**config.mk**
```make
export PLATFORM = sky130hd
export DESIGN_NAME = reset_sequencer
export DESIGN_NICKNAME = d
export VERILOG_FILES = /design/src/rtl/reset_seq_pkg.sv /design/src/rtl/reset_sync.sv /design/src/rtl/reset_sequencer.sv
export SDC_FILE = /design/constraint.sdc
export NUM_CORES = 1
export LEC_CHECK = 0
export BUFFER_PORTS_ARGS = -buffer_cell sky130_fd_sc_hd__buf_2
export CAP_MARGIN = 20
export CORE_ASPECT_RATIO = 0.9
export CORE_MARGIN = 4
export CORE_UTILIZATION = 43
export DETAILED_ROUTE_END_ITERATION = 6
export GPL_ROUTABILITY_DRIVEN = 0
export SYNTH_ARGS = -nofsm -noshare
export SYNTH_HDL_FRONTEND = slang
export SYNTH_SLANG_ARGS = --single-unit
```
**constraint.sdc**
```tcl
create_clock -name clock -period 3.4 [get_ports clock]
set_input_delay 0.34 -clock clock [delete_from_list [all_inputs] [get_ports clock]]
set_output_delay 0.34 -clock clock [all_outputs]
set_load 0.02 [all_outputs]
```
**src/rtl/reset_seq_pkg.sv**
```systemverilog
// Shared definitions for the reset sequencer: FSM encoding, parameter minimums
// and a counter-width helper. Also imported by the bench for state checks.
package reset_seq_pkg;

  typedef enum logic [1:0] {
    ST_ASSERT  = 2'd0,
    ST_HOLD    = 2'd1,
    ST_RELEASE = 2'd2,
    ST_DONE    = 2'd3
  } reset_state_e;

  localparam int MIN_SYNC_STAGES = 2;
  localparam int MIN_HOLD_CYCLES = 1;
  localparam int MIN_NUM_DOMAINS = 1;
  localparam int MIN_STAGGER     = 1;
  localparam int MIN_WDOG_CYCLES = 2;

  // Width of a counter that must hold 0..limit-1, never narrower than one bit.
  function automatic int cnt_width(input int limit);
    return (limit > 1) ? $clog2(limit) : 1;
  endfunction

endpackage

```
**src/rtl/reset_sync.sv**
```systemverilog
// Async-assert / sync-deassert reset synchroniser, SYNC_STAGES flops deep.
module reset_sync #(
  parameter int SYNC_STAGES = 2
) (
  input  logic clock,
  input  logic clearb,
  output logic sync_n
);

  logic [SYNC_STAGES-1:0] chain_q;

  always_ff @(posedge clock or negedge clearb) begin
    if (!clearb) chain_q <= '0;
    else         chain_q <= {chain_q[SYNC_STAGES-2:0], 1'b1};
  end

  assign sync_n = chain_q[SYNC_STAGES-1];

endmodule

```
**src/rtl/reset_sequencer.sv**
```systemverilog
// Per-stage reset sequencer: hold all clears, then release WB..IF one every STAGGER cycles.
// Optional watchdog re-run enabled by defining RESET_WDOG_EN.
module reset_sequencer
  import reset_seq_pkg::*;
#(
  parameter int SYNC_STAGES = 2,
  parameter int HOLD_CYCLES = 16,
  parameter int NUM_DOMAINS = 5,
  parameter int STAGGER     = 4,
  parameter int WDOG_CYCLES = 1024
) (
  input  logic                   clock,
  input  logic                   clearb,
  input  logic                   soft_rst_req,
  output logic [NUM_DOMAINS-1:0] stage_clearb,
  output logic                   rst_done,
  output logic                   busy,
`ifdef RESET_WDOG_EN
  input  logic                   wdog_kick,
  output logic                   wdog_fired,
`endif
  output reset_state_e           fsm_state
);

  localparam int HW = cnt_width(HOLD_CYCLES);
  localparam int SW = cnt_width(STAGGER);
  localparam int IW = cnt_width(NUM_DOMAINS);
  localparam logic [HW-1:0] HOLD_LAST = HW'(HOLD_CYCLES - 1);
  localparam logic [SW-1:0] STAG_LAST = SW'(STAGGER - 1);
  localparam logic [IW-1:0] IDX_FIRST = IW'(NUM_DOMAINS - 2);

  if (SYNC_STAGES < MIN_SYNC_STAGES || HOLD_CYCLES < MIN_HOLD_CYCLES ||
      NUM_DOMAINS < MIN_NUM_DOMAINS || STAGGER < MIN_STAGGER ||
      WDOG_CYCLES < MIN_WDOG_CYCLES) begin : g_bad_params
    $error("reset_sequencer: parameter below legal minimum");
  end

  logic sync_n;

  reset_sync #(.SYNC_STAGES(SYNC_STAGES)) u_sync (
    .clock  (clock),
    .clearb (clearb),
    .sync_n (sync_n)
  );

  reset_state_e           state_q, state_d;
  logic [HW-1:0]          hcnt_q, hcnt_d;
  logic [SW-1:0]          scnt_q, scnt_d;
  logic [IW-1:0]          idx_q, idx_d;
  logic [NUM_DOMAINS-1:0] stage_q, stage_d;
  logic                   done_q, done_d;
  logic                   busy_q, busy_d;
  logic                   restart;
  logic                   wdog_expire;

`ifdef RESET_WDOG_EN
  localparam int WW = cnt_width(WDOG_CYCLES);
  localparam logic [WW-1:0] WDOG_LAST = WW'(WDOG_CYCLES - 1);

  logic [WW-1:0] wcnt_q, wcnt_d;
  logic          fired_q, fired_d;

  // A kick on the expiry edge wins, so expiry requires no kick.
  assign wdog_expire = (state_q == ST_DONE) && !wdog_kick && (wcnt_q == WDOG_LAST);

  always_comb begin
    wcnt_d  = '0;
    fired_d = fired_q | wdog_expire;
    if (state_q == ST_DONE && state_d == ST_DONE && !wdog_kick)
      wcnt_d = wcnt_q + 1'b1;
  end

  always_ff @(posedge clock or negedge clearb) begin
    if (!clearb) begin
      wcnt_q  <= '0;
      fired_q <= 1'b0;
    end else begin
      wcnt_q  <= wcnt_d;
      fired_q <= fired_d;
    end
  end

  assign wdog_fired = fired_q;
`else
  assign wdog_expire = 1'b0;
`endif

  // Soft restart is meaningless while still waiting for the synchroniser.
  assign restart = (soft_rst_req || wdog_expire) && (state_q != ST_ASSERT);

  always_ff @(posedge clock or negedge clearb) begin
    if (!clearb) begin
      state_q <= ST_ASSERT;
      hcnt_q  <= '0;
      scnt_q  <= '0;
      idx_q   <= '0;
      stage_q <= '0;
      done_q  <= 1'b0;
      busy_q  <= 1'b1;
    end else begin
      state_q <= state_d;
      hcnt_q  <= hcnt_d;
      scnt_q  <= scnt_d;
      idx_q   <= idx_d;
      stage_q <= stage_d;
      done_q  <= done_d;
      busy_q  <= busy_d;
    end
  end

  always_comb begin
    state_d = state_q;
    case (state_q)
      ST_ASSERT:  if (sync_n) state_d = ST_HOLD;
      ST_HOLD:    if (hcnt_q == HOLD_LAST)
                    state_d = (NUM_DOMAINS == 1) ? ST_DONE : ST_RELEASE;
      ST_RELEASE: if (scnt_q == STAG_LAST && idx_q == '0) state_d = ST_DONE;
      default:    state_d = ST_DONE;
    endcase
    if (restart) state_d = ST_HOLD;
  end

  always_comb begin
    hcnt_d  = hcnt_q;
    scnt_d  = scnt_q;
    idx_d   = idx_q;
    stage_d = stage_q;
    case (state_q)
      ST_ASSERT: hcnt_d = '0;
      ST_HOLD: begin
        if (hcnt_q == HOLD_LAST) begin
          stage_d[NUM_DOMAINS-1] = 1'b1;
          if (NUM_DOMAINS > 1) idx_d = IDX_FIRST;
          scnt_d = '0;
        end else begin
          hcnt_d = hcnt_q + 1'b1;
        end
      end
      ST_RELEASE: begin
        if (scnt_q == STAG_LAST) begin
          stage_d[idx_q] = 1'b1;
          scnt_d = '0;
          if (idx_q != '0) idx_d = idx_q - 1'b1;
        end else begin
          scnt_d = scnt_q + 1'b1;
        end
      end
      default: ;
    endcase
    if (restart) begin
      stage_d = '0;
      hcnt_d  = '0;
      scnt_d  = '0;
      idx_d   = '0;
    end
    done_d = (state_d == ST_DONE);
    busy_d = (state_d != ST_DONE);
  end

  assign stage_clearb = stage_q;
  assign rst_done     = done_q;
  assign busy         = busy_q;
  assign fsm_state    = state_q;

endmodule

```
# Word level (Yosys, flattened, before mapping)
# Cells that the tools add are included.
[op_classes]
add_sub_neg = 3
order_cmp = 2
eq_ne = 10
n_mux = 24
bitwise_logic = 1
n_reduce_logical = 16
[op_table]
columns = ["cell", "n"]
rows = [
  ["two-way mux 2 bit", 7],
  ["two-way mux 3 bit", 4],
  ["two-way mux 4 bit", 3],
  ["inequality test 3 bit, second input constant", 4],
  ["two-way mux 5 bit", 2],
  ["nonzero test 3 bit", 3],
  ["one-hot mux 4 bit (2 select lines)", 1],
  ["== test 2 bit, second input constant", 3],
  ["one-hot mux 2 bit (3 select lines)", 1],
  ["one-hot mux 3 bit (2 select lines)", 1],
  ["AND reduction 2 bit", 3],
  ["nonzero test 2 bit", 3],
  ["bitwise OR 5 bit", 1],
  ["adder 4 x 1 -> 4 bit, second input constant", 1],
  ["== test 4 bit, second input constant", 1],
  ["< comparator 3 x 4 -> 1 bit, second input constant", 1],
  ["one-hot mux 2 bit (2 select lines)", 1],
  ["AND reduction 4 bit", 1],
  ["demux 1 bit (select 3 bit)", 1],
  [">= comparator 3 x 1 -> 1 bit, second input constant", 1],
  ["logical AND 1 bit", 3],
  ["logical NOT 3 bit", 1],
  ["AND reduction 3 bit", 1],
  ["subtractor 3 x 1 -> 3 bit, second input constant", 1],
  ["other kinds (6)", 7],
]
[totals]
register_bits = 20
in_bits = 3
out_inout_bits = 9
elab_cells = 65

# Depth between registers and ports, before layout
# Gate-level depths: netlist (run 1).
[logic_depth]
ltp_word = 8
depth_mapped = 7

# Cells and area by module
# A second synthesis (run 1) with hierarchy kept.
[unflattened]
hier_cells = 99
area_unflattened_um2 = 1047.3
[by_module_without_submodules]
columns = ["mod", "n_inst", "cells_per_inst", "area_per_inst_um2", "seq_area_each_um2"]
rows = [
  ["reset_sequencer", 1, 96, 993.5, 451.7],
  ["reset_sync", 1, 3, 53.8, 50.0],
]

# Least setup slack after synthesis (run 1)
# Ideal clock, no wire load.
[synth_timing]
kind = "flip-flop to flip-flop"
start = "register idx_q[0]"
end = "register idx_q[1]"
arrival_ns = 1.460
required_ns = 3.310
setup_slack_ns = 1.849
path_stages_with_launch = 8
n_path_buf = 0
period_less_slack_ns = 1.551
cell_sequence = "dfrtp_1 > inv_1 > ha_1 > ha_1 > nor3b_2 > o22ai_2 > a211o_1 > o221ai_1"
[synth_between]
elab_chain_len = 5
word_cells_on_any_way = 8
cone_classes = "add/sub (1); eq/ne (1); mux (4); reduce/logical (2)"
[synth_lines]
columns = ["element", "line", "source"]
rows = [
  ["from (decl)", "reset_sequencer.sv:49", "logic [IW-1:0] idx_q, idx_d;"],
  ["from (signal assigned)", "reset_sequencer.sv:104", "idx_q <= idx_d;"],
  ["subtractor 3 x 1 -> 3 bit", "reset_sequencer.sv:143", "if (idx_q != '0) idx_d = idx_q - 1'b1;"],
  ["two-way mux 3 bit", "reset_sequencer.sv:143", ""],
  ["two-way mux 3 bit", "reset_sequencer.sv:140", "if (scnt_q == STAG_LAST) begin"],
  ["one-hot mux 3 bit (2 select lines)", "reset_sequencer.sv:128", "case (state_q)"],
  ["two-way mux 3 bit", "reset_sequencer.sv:150", "if (restart) begin"],
]
# Several ways; a longest one is shown, not always the timed one. The select of a mux whose other input is x is not followed.
# A chain may end at the register's enable or synchronous reset.

# Worst setup path after layout (run 1)
# Same ends and word-level chain as after synthesis.

==> results.md, run 1 <==
- Slowest stage delay, CP: 0.44 ns
- CTS tree: built
- Number of flops mapped to enable cells by yosys: 0
- Number of CTS-inserted buffers: 3
- IO Pins: 12
- Initial antenna violation count: 0
- Min-Delay Path Class: in2reg
- PostCTS Resize Cnt: 0
- Die Ht: 54.3 microns
- Setup TNS: 0 ns
- Clock transition at the registers of the reported paths: 0.11 ns
- Hold violation count in the final report: 0
- Tmin final: 1.76 ns
- Synth unique cells: 37
- Compound-gate portion of the synthesized area: 0.236
- Share of layout cells above drive strength 1: 0.193
- Nets: 122
- Initial core utilization: 0.460
- Vias: 813
- Cell accounting for the most synthesized area: dfrtp_1
- First-pass GRT wire length: 3.64 mm
- DR iter-0 viols: 15
- Peak supply drop: 0.193 mV
- Netlist area before placement: 1020 sq um
- Startpoint types: register
- Worst-margin pin slew: 0.594 ns
- Synth top cells by count: dfrtp_1, nor2_1, inv_1, nand2_1, a21oi_1
- All-Layer GR Usage: 0.152
- Avg Cell Area, Syn: 10.0 sq um
- Post-Synth XOR/XNOR Area: 0
- CP bufs+invs: 1
- DP HPWL: 1.54 mm
- Ranking of synthesized cells by area: dfrtp_1, ha_1, nor2_1, a21oi_1, dfstp_2
- Number of global-route vias before repair: 782
- Hold path cells: 2
- Core area: 2220 sq um
- Largest family of logic cells by synthesized area: compound AO/OA/AOI/OAI gates
- CP Max Fanout: 6
- Gate Count Post-Synth: 102
- LEAKAGE: 0.517 nW
- Area grow syn2layout: 9.79%
- Critical path data arrival time: 1.98 ns
- Final period utilization: 0.517
- Flops & latches, synth: 20
- Clock Sinks: 20
- Top cell type's share of synthesized area: 0.465
- H-tree depth: 1
- First-pass iteration count of the detailed router: 5
- Critical-path top delay cell: dfrtp_1
- Slew Limit Fails: 0
- Final setup skew: 0.00400 ns
- # setup viols final: 0
- Top Family by Delay on Critical Path: compound AO/OA/AOI/OAI gates
- Seq/Total Area, Yosys: 0.491
- RSZ-0062 raised after global routing: false
- Die width: 59.4 microns
- Reg2Reg Depth: 7
- WHS: 0.359 ns
- Grt ovf: 0
- YS warnings: 0
- Drt wl/cell: 15.2 microns
- Adder-Cell Fraction of Synth Area: 0.0490
- CP Data Required Time: 3.62 ns
- Antenna-violating nets left: 0
- Ys flop type: dfrtp_1
- Max Cap Viol: 0
- Simple-gate area share of the yosys netlist: 0.157
- Post-route DRC: 0
- PortBufs: 11
- Fmax: 0.569 GHz
- Crit path kind: reg2reg
- Clk root buf: clkbuf_4
- Most frequent cell after synthesis: dfrtp_1
- Antenna diodes: 0
- Via density: 5.77
- Post-CTS Setup Repair Bufs: 0
- Largest net degree at the start of global routing: 21
- Total die area: 3220 sq um
- Pwr Density: 369 nW/um^2
- Cell depth of the worst setup path: 7
- Later-pin clock latency in the skew report: 0.30 ns
- CP dominant cell by count: ha_1
- Crit path cell chain: inv_1, ha_1, ha_1, nor3b_2, o22ai_2, a211o_1, o221ai_1
- Rows: 16
- Post-synthesis net count: 109
- Worst setup EP type: register
- Ys async rst share: 1.00
- Overall routed net length: 2.14 mm
- CTS max path bufs: 2
- Post-synthesis mux area share: 0.00979
- Status: complete, no violations
- Slew HR: 0.604
[cell type report]
class	count	area [sq um]
clock buffer	4	26.3
fill	217	1100
inverter	8	30.0
multi-input combinational	70	465
sequential	20	502
tap	27	33.8
timing repair buffer	12	65.1
[metal layers]
layer,track usage,up-vias,share of wire
met4,0.0340,0,0
met5,0,-,0
li1,-,396,-
met2,0.251,18,0.48
met1,0.194,399,0.47
met3,0.0495,0,0.051
[state kept, by name (all words and copies together) (netlist names)]
| signal | count |
|---|---|
| scnt_q | 2 |
| busy | 1 |
| rst_done | 1 |
| idx_q | 3 |
| fsm_state | 2 |
| hcnt_q | 4 |
| u_sync.chain_q | 2 |
| stage_clearb | 5 |
[cells in the final DEF (no fill, tap or decap), drive strengths merged, types with 2 or more instances in the layout]
cell    instances
o21ai           4
o31ai           2
dfrtp          19
o211ai          2
nor3            4
ha              4
buf            11
inv             8
nor2           12
a21oi           6
nand3           3
nand2b          2
nand4           2
a31oi           4
clkbuf          4
nand2           7
a211oi          4
[path summary, 6_finish.rpt]
kind,from,end,slack [ns]
max,idx_q[0],idx_q[1],1.64
min,soft_rst_req,fsm_state[1],0.36
max reg2reg,idx_q[0],idx_q[1],1.64
min reg2reg,u_sync.chain_q[0],u_sync.chain_q[1],0.36
max in group asynchronous,clearb,busy,2.56
min in group asynchronous,clearb,hcnt_q[0],0.50
[repair_timing]
action,in CTS,in global routing
hold buffers,1,0
hold endpoints to repair,19,0
setup endpoints to repair,0,0
[through the flow]
stage | utilization | instance area [sq um] | cells | power (mW) | setup slack, ns
after global routing | 0.505 | 1120 | 141 | 0.441 | 1.53
final | 0.505 | 1120 | 141 | 0.414 | 1.64
after detailed placement | 0.489 | 1090 | 136 | 0.302 | 1.68
after CTS | 0.505 | 1120 | 141 | 0.420 | 1.65
after global placement | 0.489 | 1090 | 136 | 0.300 | 1.77
after floorplan | - | 1020 | 102 | 0.286 | 1.85
[logic make-up after synthesis]
logic type,count (synthesis)
adders and majority gates,4
muxes,1
and+or+nand+nor,32
buffers and inverters,12
other,1
AOI/OAI and AO/OA,32
DFF,20
[where the power goes]
part / switching (mW) / internal (mW) / leakage, nW
Clock: 0.0706 / 0.0457 / 0.0150
Sequential: 0.00818 / 0.247 / 0.258
Combinational: 0.0266 / 0.0164 / 0.244
(Power assumes the default switching activity.)
==> inputs of run 2 (changes only) <==
==> constraint.sdc (replaced) <==
create_clock -name clock -period 1.61 [get_ports clock]
set_input_delay 0.161 -clock clock [delete_from_list [all_inputs] [get_ports clock]]
set_output_delay 0.161 -clock clock [all_outputs]
set_load 0.02 [all_outputs]
==> results.md, run 2 (synthesis gave the netlist of run 1 again) <==
- Slew Limit Fails: 0
- Antenna diodes: 0
- Initial antenna violation count: 0
- Worst setup startpoint: idx_q[0]
- All-Layer GR Usage: 0.167
- Core area: 2220 sq um
- Later-pin clock latency in the skew report: 0.30 ns
- Total die area: 3220 sq um
- Number of global-route vias before repair: 833
- DR iter-0 viols: 27
- Rows: 16
- Worst setup EP type: register
- CTS max path bufs: 2
- Startpoint types: register
- Failing checks: setup timing
- Initial core utilization: 0.460
- Via density: 5.75
- First-pass GRT wire length: 3.99 mm
- CTS tree: built
- Register Area: 502 sq um
- RSZ-0062 raised after global routing: true
- Final std cells w/o fill: 153
- Nets: 134
- Overall routed net length: 2.30 mm
- PortBufs: 11
- Largest net degree at the start of global routing: 21
- Fmax: 0.621 GHz
- Status: complete, but fails checks
- Final setup skew: 0.00437 ns
- Largest register FFs: 5
- Antenna-violating nets left: 0
- # setup viols final: 1
- H-tree depth: 1
- Pwr Density: 733 nW/um^2
- Reg2Reg Depth: 6
- Min-Delay Path Class: in2reg
- Fin area: 1240 sq um
- Die Ht: 54.3 microns
- Die width: 59.4 microns
- Area grow syn2layout: 21.3%
- Most common cell after layout, fill and taps aside: dfrtp_1
- Clk root buf: clkbuf_4
- LEAKAGE: 0.577 nW
- Final period utilization: 1.00
- Peak supply drop: 0.459 mV
- Max Cap Viol: 0
- First-pass iteration count of the detailed router: 4
- Number of CTS-inserted buffers: 3
- Post-route DRC: 0
- Multi-input logic area: 493 sq um
- Tmin final: 1.61 ns
- Vias: 880
- CP Data Required Time: 1.81 ns
- Placed cell count: 145
- DP HPWL: 1.69 mm
- R2r setup slk: -0.001 ns
- Leading cell types in the layout, fill and taps excluded: dfrtp_1, buf_4, nor2_1, buf_2
- Drt wl/cell: 15.0 microns
- IO Pins: 12
- Fin worst setup slack: -0.00133 ns
- Crit path kind: reg2reg
- Reg2reg start: idx_q[0]
- Hold violation count in the final report: 0
- Filler cell count: 192
- WHS: 0.194 ns
- Placed inst area: 1150 sq um
- CP endpoint: idx_q[0]
- CP Max Fanout: 6
- Clock transition at the registers of the reported paths: 0.11 ns
- Grt ovf: 0
- Critical path data arrival time: 1.81 ns
- Setup TNS: -0.00133 ns
- Reg2reg end: idx_q[0]
- Share of layout cells above drive strength 1: 0.310
- Clock Sinks: 20
run 2: worst max-delay path: stages (launching register included):
cell	delay, ns
dfrtp_1	0.39
inv_2	0.06
ha_4	0.16
ha_4	0.15
nor3b_2	0.22
o22ai_2	0.15
o311a_1	0.38
run 2: final cells by class:
class	instances	area share
clock buffers	4	0.0212
inverters	8	0.0242
multi-input cells	70	0.398
flip-flops and latches	20	0.405
well taps	27	0.0272
repair buffers	24	0.125
run 2: per-stage QoR:
stage               setup WS [ns]   util  power (mW)
floorplan                  0.0595      -       0.604
global placement            0.103  0.519       0.647
detailed placement         0.0445  0.519       0.652
CTS                        0.0107  0.535       0.904
global route              -0.0544  0.558       0.969
finish                   -0.00133  0.558       0.909
run 2: timing repair:
action / 4_1_cts / 5_1_grt
setup buffers: 0 / 3
hold endpoints to repair: 19 / 0
hold buffers: 1 / 0
setup endpoints to repair: 0 / 4
gates resized for setup: 0 / 8
run 2: report_power, final:
group	switching, mW	internal [mW]
Sequential	0.0124	0.521
Combinational	0.0710	0.0597
Clock	0.148	0.0967
Total	0.231	0.678
run 2: worst min path at each step:
stage                       startpoint  slack (ns)  depth (start not counted)      endpoint
after detailed placement        clearb        0.14                          1     scnt_q[1]
after global routing      soft_rst_req        0.19                          2     hcnt_q[1]
after CTS                 soft_rst_req        0.18                          2     hcnt_q[3]
after global placement          clearb        0.13                          1     hcnt_q[2]
after floorplan                 clearb       -0.13                          0  fsm_state[0]
final                     soft_rst_req        0.19                          2     hcnt_q[3]
run 2: layer usage:
layer	vias to the layer above	share of wire	track usage	wire, microns
li1	422	-	-	-
met1	430	0.44	0.229	1020
met2	25	0.49	0.264	1130
met3	3	0.060	0.0495	138
met4	0	0.0061	0.0340	14
met5	-	0	0	0
==> inputs of run 3 (changes only) <==
--- a/config.mk
+++ b/config.mk
@@ -12,6 +12,7 @@
 export CORE_UTILIZATION = 43
 export DETAILED_ROUTE_END_ITERATION = 6
 export GPL_ROUTABILITY_DRIVEN = 0
+export GPL_TIMING_DRIVEN = 0
 export SYNTH_ARGS = -nofsm -noshare
 export SYNTH_HDL_FRONTEND = slang
 export SYNTH_SLANG_ARGS = --single-unit
==> results.md, run 3 (synthesis gave the netlist of run 1 again) <==
- Peak supply drop: 0.474 mV
- H-tree depth: 1
- Rows: 16
- Number of global-route vias before repair: 829
- Share of layout cells above drive strength 1: 0.298
- Drt wl/cell: 15.2 microns
- IO Pins: 12
- Initial core utilization: 0.460
- CP bufs+invs: 1
- Antenna diodes: 0
- Worst setup EP type: register
- All-Layer GR Usage: 0.157
- Tmin final: 1.60 ns
- Antenna-violating nets left: 0
- Core area: 2220 sq um
- Total die area: 3220 sq um
- Clk root buf: clkbuf_4
- DR iter-0 viols: 37
- Setup TNS: 0 ns
- Tot Pwr: 940 uW
- Clock Sinks: 20
- LEAKAGE: 0.557 nW
- Via density: 5.82
- Most common cell after layout, fill and taps aside: dfrtp_1
- First-pass GRT wire length: 3.77 mm
- Vias: 861
- Status: complete, no violations
- First-pass iteration count of the detailed router: 4
- Startpoint types: register
- Pwr Density: 767 nW/um^2
- Number of CTS-inserted buffers: 3
- Min-Delay Path Class: in2reg
- Later-pin clock latency in the skew report: 0.30 ns
- Die width: 59.4 microns
- DP HPWL: 1.57 mm
- # setup viols final: 0
- CTS tree: built
- Top Family by Delay on Critical Path: compound AO/OA/AOI/OAI gates
- Post-route DRC: 0
- Crit path cell chain: inv_2, ha_4, ha_4, nor3b_4, o22ai_4, o311a_1
- Slew Limit Fails: 0
- RSZ-0062 raised after global routing: true
- Clock transition at the registers of the reported paths: 0.11 ns
- Leading cell types in the layout, fill and taps excluded: dfrtp_1, buf_2, nor2_1
- Fmax: 0.626 GHz
- CTS max path bufs: 2
- Crit path kind: reg2reg
- CP Data Required Time: 1.79 ns
- Slowest stage delay, CP: 0.39 ns
- Final period utilization: 0.993
- Largest net degree at the start of global routing: 21
- Grt ovf: 0
- Nets: 129
- Critical path data arrival time: 1.78 ns
- CP Max Fanout: 6
- Largest register FFs: 5
- Hold violation count in the final report: 0
- PortBufs: 11
- Initial antenna violation count: 0
- CP dominant cell by count: ha_4
- Final setup skew: 0.00925 ns
- Overall routed net length: 2.25 mm
- Max Cap Viol: 0
- Die Ht: 54.3 microns
- Critical-path top delay cell: dfrtp_2
- Area grow syn2layout: 19.8%
[run 3: cell types whose count changed in the layout (fill, tap and decap cells not counted), sizes merged]
cell / delta
buf: -5
[run 3: worst min-delay path: cells and delay by family]
kind	cells	cell delay (ns)
AOI/OAI and AO/OA	3	0.25
buffers and inverters	1	0.12
[run 3: power breakdown]
part | leakage, nW | internal, mW | switching [mW]
Sequential | 0.257 | 0.522 | 0.0135
Combinational | 0.278 | 0.0497 | 0.0681
Clock | 0.0210 | 0.138 | 0.149
[run 3: worst paths after layout]
path                                        start                 to  slack (ns)  cells past startpoint
min in group asynchronous                  clearb          scnt_q[1]        0.32                      2
max in group asynchronous                  clearb           idx_q[1]        0.94                      2
worst max-delay path                     idx_q[1]           idx_q[0]        0.01                      6
worst max register to register           idx_q[1]           idx_q[0]        0.01                      6
worst min register to register  u_sync.chain_q[0]  u_sync.chain_q[1]        0.36                      0
worst min-delay path                 soft_rst_req           idx_q[2]        0.27                      4
[run 3: timing repair]
item                                   4_1_cts  5_1_grt
cloned                                       0        0
pin swaps                                    1        5
buffers inserted                             2        1
endpoints found under the hold margin       19        0
gates resized for setup                      1       11
setup endpoints to repair                    3        5
hold buffers                                 1        0
[run 3: metrics by stage]
| step | hold slack, ns | util | std cells | setup WS (ns) | cell area (sq um) |
|---|---|---|---|---|---|
| after floorplan | -0.135 | - | 102 | 0.0595 | 1020 |
| after global placement | 0.130 | 0.500 | 140 | -0.0890 | 1110 |
| after detailed placement | 0.133 | 0.500 | 140 | -0.107 | 1110 |
| after CTS | 0.309 | 0.528 | 147 | 0.00398 | 1170 |
| after global routing | 0.297 | 0.551 | 148 | -0.0465 | 1220 |
| final | 0.274 | 0.551 | 148 | 0.0118 | 1220 |
[run 3: cell type report]
class / instances / area [sq um]
fill: 189 / 997
multi-input combinational: 70 / 509
clock buffer: 4 / 36.3
timing repair buffer: 15 / 87.6
tap: 27 / 33.8
buffer: 4 / 25.0
inverter: 8 / 30.0
sequential: 20 / 503
[run 3: layer usage]
layer,share of wire,wire [microns],up-vias,GRT usage
met5,0,0,-,0
met4,0.0053,12,0,0.0340
met3,0.042,94,2,0.0495
met2,0.48,1080,17,0.256
met1,0.47,1070,430,0.203
li1,-,-,412,-
